[config.mk]
export PLATFORM = sky130hd
export DESIGN_NAME = cic_comb_decimator
export DESIGN_NICKNAME = d
export VERILOG_FILES = /design/src/rtl/cic_comb_decimator.sv
export SDC_FILE = /design/constraint.sdc
export NUM_CORES = 1
export LEC_CHECK = 0
export BUFFER_PORTS_ARGS = -buffer_cell sky130_fd_sc_hd__buf_2
export CAP_MARGIN = 20
export CORE_ASPECT_RATIO = 1.4
export CORE_UTILIZATION = 40
export CTS_BUF_LIST = sky130_fd_sc_hd__clkbuf_4 sky130_fd_sc_hd__clkbuf_8
export CTS_CLUSTER_DIAMETER = 80
export DETAILED_ROUTE_END_ITERATION = 7
export PLACE_DENSITY = 0.58
export SYNTH_ARGS = -nofsm -noshare
export SYNTH_HDL_FRONTEND = slang
export SYNTH_SLANG_ARGS = --single-unit
[constraint.sdc]
create_clock -name clk -period 4.3 [get_ports clk]
set_clock_uncertainty 0.2 [all_clocks]
set_input_delay 0.86 -clock clk [delete_from_list [all_inputs] [get_ports clk]]
set_output_delay 0.86 -clock clk [all_outputs]
set_load 0.01 [all_outputs]
[src/rtl/cic_comb_decimator.sv]
// CIC decimator back end: keeps every R-th integrator sample and runs it through N_STAGES comb stages.
// Optional macro CIC_COMB_PRIME_EN suppresses the first N_STAGES*M startup outputs.
module cic_comb_decimator #(
    parameter int WIDTH    = 8,
    parameter int N_STAGES = 1,
    parameter int R        = 4,
    parameter int M        = 1
) (
    input  logic             clk,
    input  logic             rstn,
    input  logic             in_valid,
    input  logic [WIDTH-1:0] in_data,
    output logic             out_valid,
    output logic [WIDTH-1:0] out_data
);

    localparam int CW = (R > 1) ? $clog2(R) : 1;
    localparam logic [CW-1:0] LAST = CW'(R - 1);

    logic [CW-1:0]    phase;
    logic             dec_valid;
    logic [WIDTH-1:0] dec_data;

    // Comb stage i holds the output of stage i+1; x/v are its inputs.
    logic [WIDTH-1:0] st_d [N_STAGES];
    logic             st_v [N_STAGES];
    logic [WIDTH-1:0] dl   [N_STAGES][M];
    logic [WIDTH-1:0] x    [N_STAGES];
    logic             v    [N_STAGES];

    // Phase counter advances only on valid input samples.
    always_ff @(posedge clk or negedge rstn) begin
        if (!rstn) begin
            phase <= '0;
        end else if (in_valid) begin
            phase <= (phase == LAST) ? '0 : phase + CW'(1);
        end
    end

    // Capture the decimating sample into the stage-0 register.
    always_ff @(posedge clk or negedge rstn) begin
        if (!rstn) begin
            dec_valid <= 1'b0;
            dec_data  <= '0;
        end else begin
            dec_valid <= in_valid && (phase == LAST);
            if (in_valid && (phase == LAST)) begin
                dec_data <= in_data;
            end
        end
    end

    // Route each comb stage's input from the stage before it.
    always_comb begin
        x[0] = dec_data;
        v[0] = dec_valid;
        for (int i = 1; i < N_STAGES; i++) begin
            x[i] = st_d[i-1];
            v[i] = st_v[i-1];
        end
    end

    // Comb cascade: y = x - x delayed M samples, delay lines shift on valid.
    always_ff @(posedge clk or negedge rstn) begin
        if (!rstn) begin
            for (int i = 0; i < N_STAGES; i++) begin
                st_d[i] <= '0;
                st_v[i] <= 1'b0;
                for (int j = 0; j < M; j++) begin
                    dl[i][j] <= '0;
                end
            end
        end else begin
            for (int i = 0; i < N_STAGES; i++) begin
                st_v[i] <= v[i];
                if (v[i]) begin
                    st_d[i]  <= x[i] - dl[i][M-1];
                    dl[i][0] <= x[i];
                    for (int j = 1; j < M; j++) begin
                        dl[i][j] <= dl[i][j-1];
                    end
                end
            end
        end
    end

    assign out_data = st_d[N_STAGES-1];

`ifdef CIC_COMB_PRIME_EN
    localparam int PRIME = N_STAGES * M;
    localparam int PW    = $clog2(PRIME + 1);

    logic [PW-1:0] prime_cnt;

    // Count final-stage results until the delay lines hold real history.
    always_ff @(posedge clk or negedge rstn) begin
        if (!rstn) begin
            prime_cnt <= '0;
        end else if (st_v[N_STAGES-1] && (prime_cnt != PW'(PRIME))) begin
            prime_cnt <= prime_cnt + PW'(1);
        end
    end

    assign out_valid = st_v[N_STAGES-1] && (prime_cnt == PW'(PRIME));
`else
    assign out_valid = st_v[N_STAGES-1];
`endif

endmodule

==> summary.txt <==
Cells and area
  • Final Instance Area: 1578 um2
  • N_diodes: 0
  • Fillcell total: 312
  • Area Growth Syn to Fin: 12.99%
  • Reg area: 700.7 um2
  • Net count, final: 166
  • Share of cells above drive strength 1: 26.90%
  • Multi-input combinational cell area: 635.6 um2
  • Util after Layout: 47.14%

Floorplanning
  • Core ar.: 3347 um2
  • DIE HEIGHT: 71.91 um
  • Initial Utilization: 41.72%
  • Die area: 3735 um2
  • Die width: 51.94 um
  • Rows: 25
  • IO Pins: 20

Clocking
  • Hold buffers post-CTS: 0
  • Reg clk slew, reported paths: 90 ps
  • Root buf cell: clkbuf_8
  • Sink Count: 28
  • CTS tree: built
  • H-tree depth: 1
  • Clk_lat worst skew: 270 ps
  • Cts bufs inserted: 3
  • Setup repair bufs after CTS: 0
  • Max Root-Sink Buffers: 2
  • Gates resized, CTS repair: 0

Synth
  • Mean Syn Cell Area: 11.08 um2
  • Top-count cell post-synth: dfrtp_1
  • Synth Register Bits: 28
  • Top post-synthesis cells by area: dfrtp_1 (50%), mux2_2 (9.7%), ha_1 (7.2%)
  • Mapped Area: 1396 um2
  • Area leader, netlist: dfrtp_1
  • Post-synth EDFFs: 0
  • Sequential-to-total area share from yosys stat: 50.18%
  • Synth unique cells: 39
  • Ys async rst share: 100.0%
  • Syn_nets: 146
  • Top cell type's share of synthesized area: 50.18%
  • Yosys warns: 0
  • Predominant post-synthesis flop cell: dfrtp_1
  • Commonest cells in the netlist: dfrtp_1 (28), mux2_2 (12), nand2_1 (11)
  • Cell count after synthesis: 126

Timing
  • Unrepaired setup endpoints after global routing: false
  • Highest clock rate: 472.3 MHz
  • Final hold vios: 0
  • Tcrit/Tclk final: 49.24%
  • Least-Margin Pin Slew: 839.1 ps
  • Final setup vio count: 0
  • Relative slew slack: 44.06%
  • Final worst setup slack: 2183 ps
  • Setup TNS: 0 ps
  • Max-slew violation count: 0
  • Minimum clock period after layout: 2117 ps

Critical path
  • Startpoint types: register
  • Setup crit start: dec_valid
  • WS Path Type: register to register
  • Crit path required time: 4310 ps
  • Critical Path Sink Type: register
  • Crit Path Max Fanout: 29
  • Critical path arrival: 2130 ps
  • Reg2reg start: dec_valid

Power and ir drop
  • Worst VDD drop: 0.4000 mV
  • PD cells: 794.8 nW/um2
  • Total Power: 1254 uW
  • Leakage: 0.0007233 uW

Routing
  • 1st-pass router iterations: 4
  • DRC Markers: 0
  • Final wirelength: 2.329 mm
  • Via count: 960
  • ANT nets after route: 0
  • WL/cell: 12.59 um
  • Via/cell ratio: 5.189
  • 1st-iter DRT viols: 32

Place
  • DP Worst Slack: 2182 ps
  • Area after DPL: 1523 um2
  • RePlAce Congestion: 0.8090
  • # port buffers: 19
  • DP HPWL: 1.717 mm

GRT
  • Vias in the first global route: 970
  • Largest net degree at the start of global routing: 30
  • First-pass GRT wire length: 4.202 mm
  • GRT Resource Usage Total: 14.89%
  • GRT Residual Overflow: 0
  • Antenna violations before repair: 0

Run status
  • Status: completed

Hold path
  • Hold wc startpoint: out_data[3]
  • Hold Path Class: register to register

Run
  • Max_cap viols: 0
-- cell usage in the layout, fill, tap and decap left out, types with 3 or more instances in the layout --
cell type  Yosys  layout
a211oi_1       3       3
a21oi_1        3       3
buf_2          0      19
clkbuf_8       0       4
dfrtp_1       28      28
ha_1           8       8
inv_1         10      10
mux2_2        12      12
nand2_1       11      11
nor2_1         4       4
o21ai_0        9       9
-- cells by family after synthesis --
kind of cell,after synthesis,synth area share [%]
and+or+nand+nor,31,11.83
AOI/OAI and AO/OA,29,14.16
DFF,28,50.18
buffers and inverters,15,4.301
muxes,12,9.677
adders and majority gates,9,8.602
xor gates and xnor gates,2,1.255
-- area by class of cell --
cell class,instances,area share [%]
clock buffer,4,3.489
tap,40,3.172
inverter,11,2.617
timing repair buffer,19,6.027
multi-input combinational,83,40.29
sequential,28,44.41
-- metrics by stage --
stage	hold WS (ps)	cells
final	286.4	185
after global routing	302.1	185
after detailed placement	268.0	181
after global placement	275.7	181
after floorplan	154.8	126
after CTS	292.2	185
-- metal layers --
metal / wire length, um / track usage [%]
met5: 0 / 0
met1: 1099 / 19.59
met4: 19 / 6.006
met3: 65 / 2.935
met2: 1144 / 23.79
-- flip-flops by register name, summed over array words and instances (netlist names) --
| register | flops |
|---|---|
| dec_data | 8 |
| dl | 8 |
| out_data | 8 |
| phase | 2 |
| dec_valid | 1 |
| out_valid | 1 |
-- power by group --
part           switching [uW]  leakage [uW]  internal [uW]
registers                86.7      0.000342            388
logic                     322      0.000353            295
clock network            80.0     0.0000288           81.9
total                     489      0.000723            765
-- critical path, cell delays in order (launching register included) --
cell and delay (ps):
dfrtp_1 900, inv_2 220, or3_1 350, or3_1 300, nand3_1 80
-- path summary, 6_finish.rpt --
path / to / slack, ps / cells after the start
max reg2reg: out_data[5] / 2180 / 4
max: out_data[5] / 2180 / 4
min reg2reg: out_data[3] / 290 / 2
min: out_data[3] / 290 / 2
max in group asynchronous: dec_data[7] / 3110 / 1
min in group asynchronous: out_data[1] / 390 / 1
Note: power is estimated with default switching activity, not from simulation.
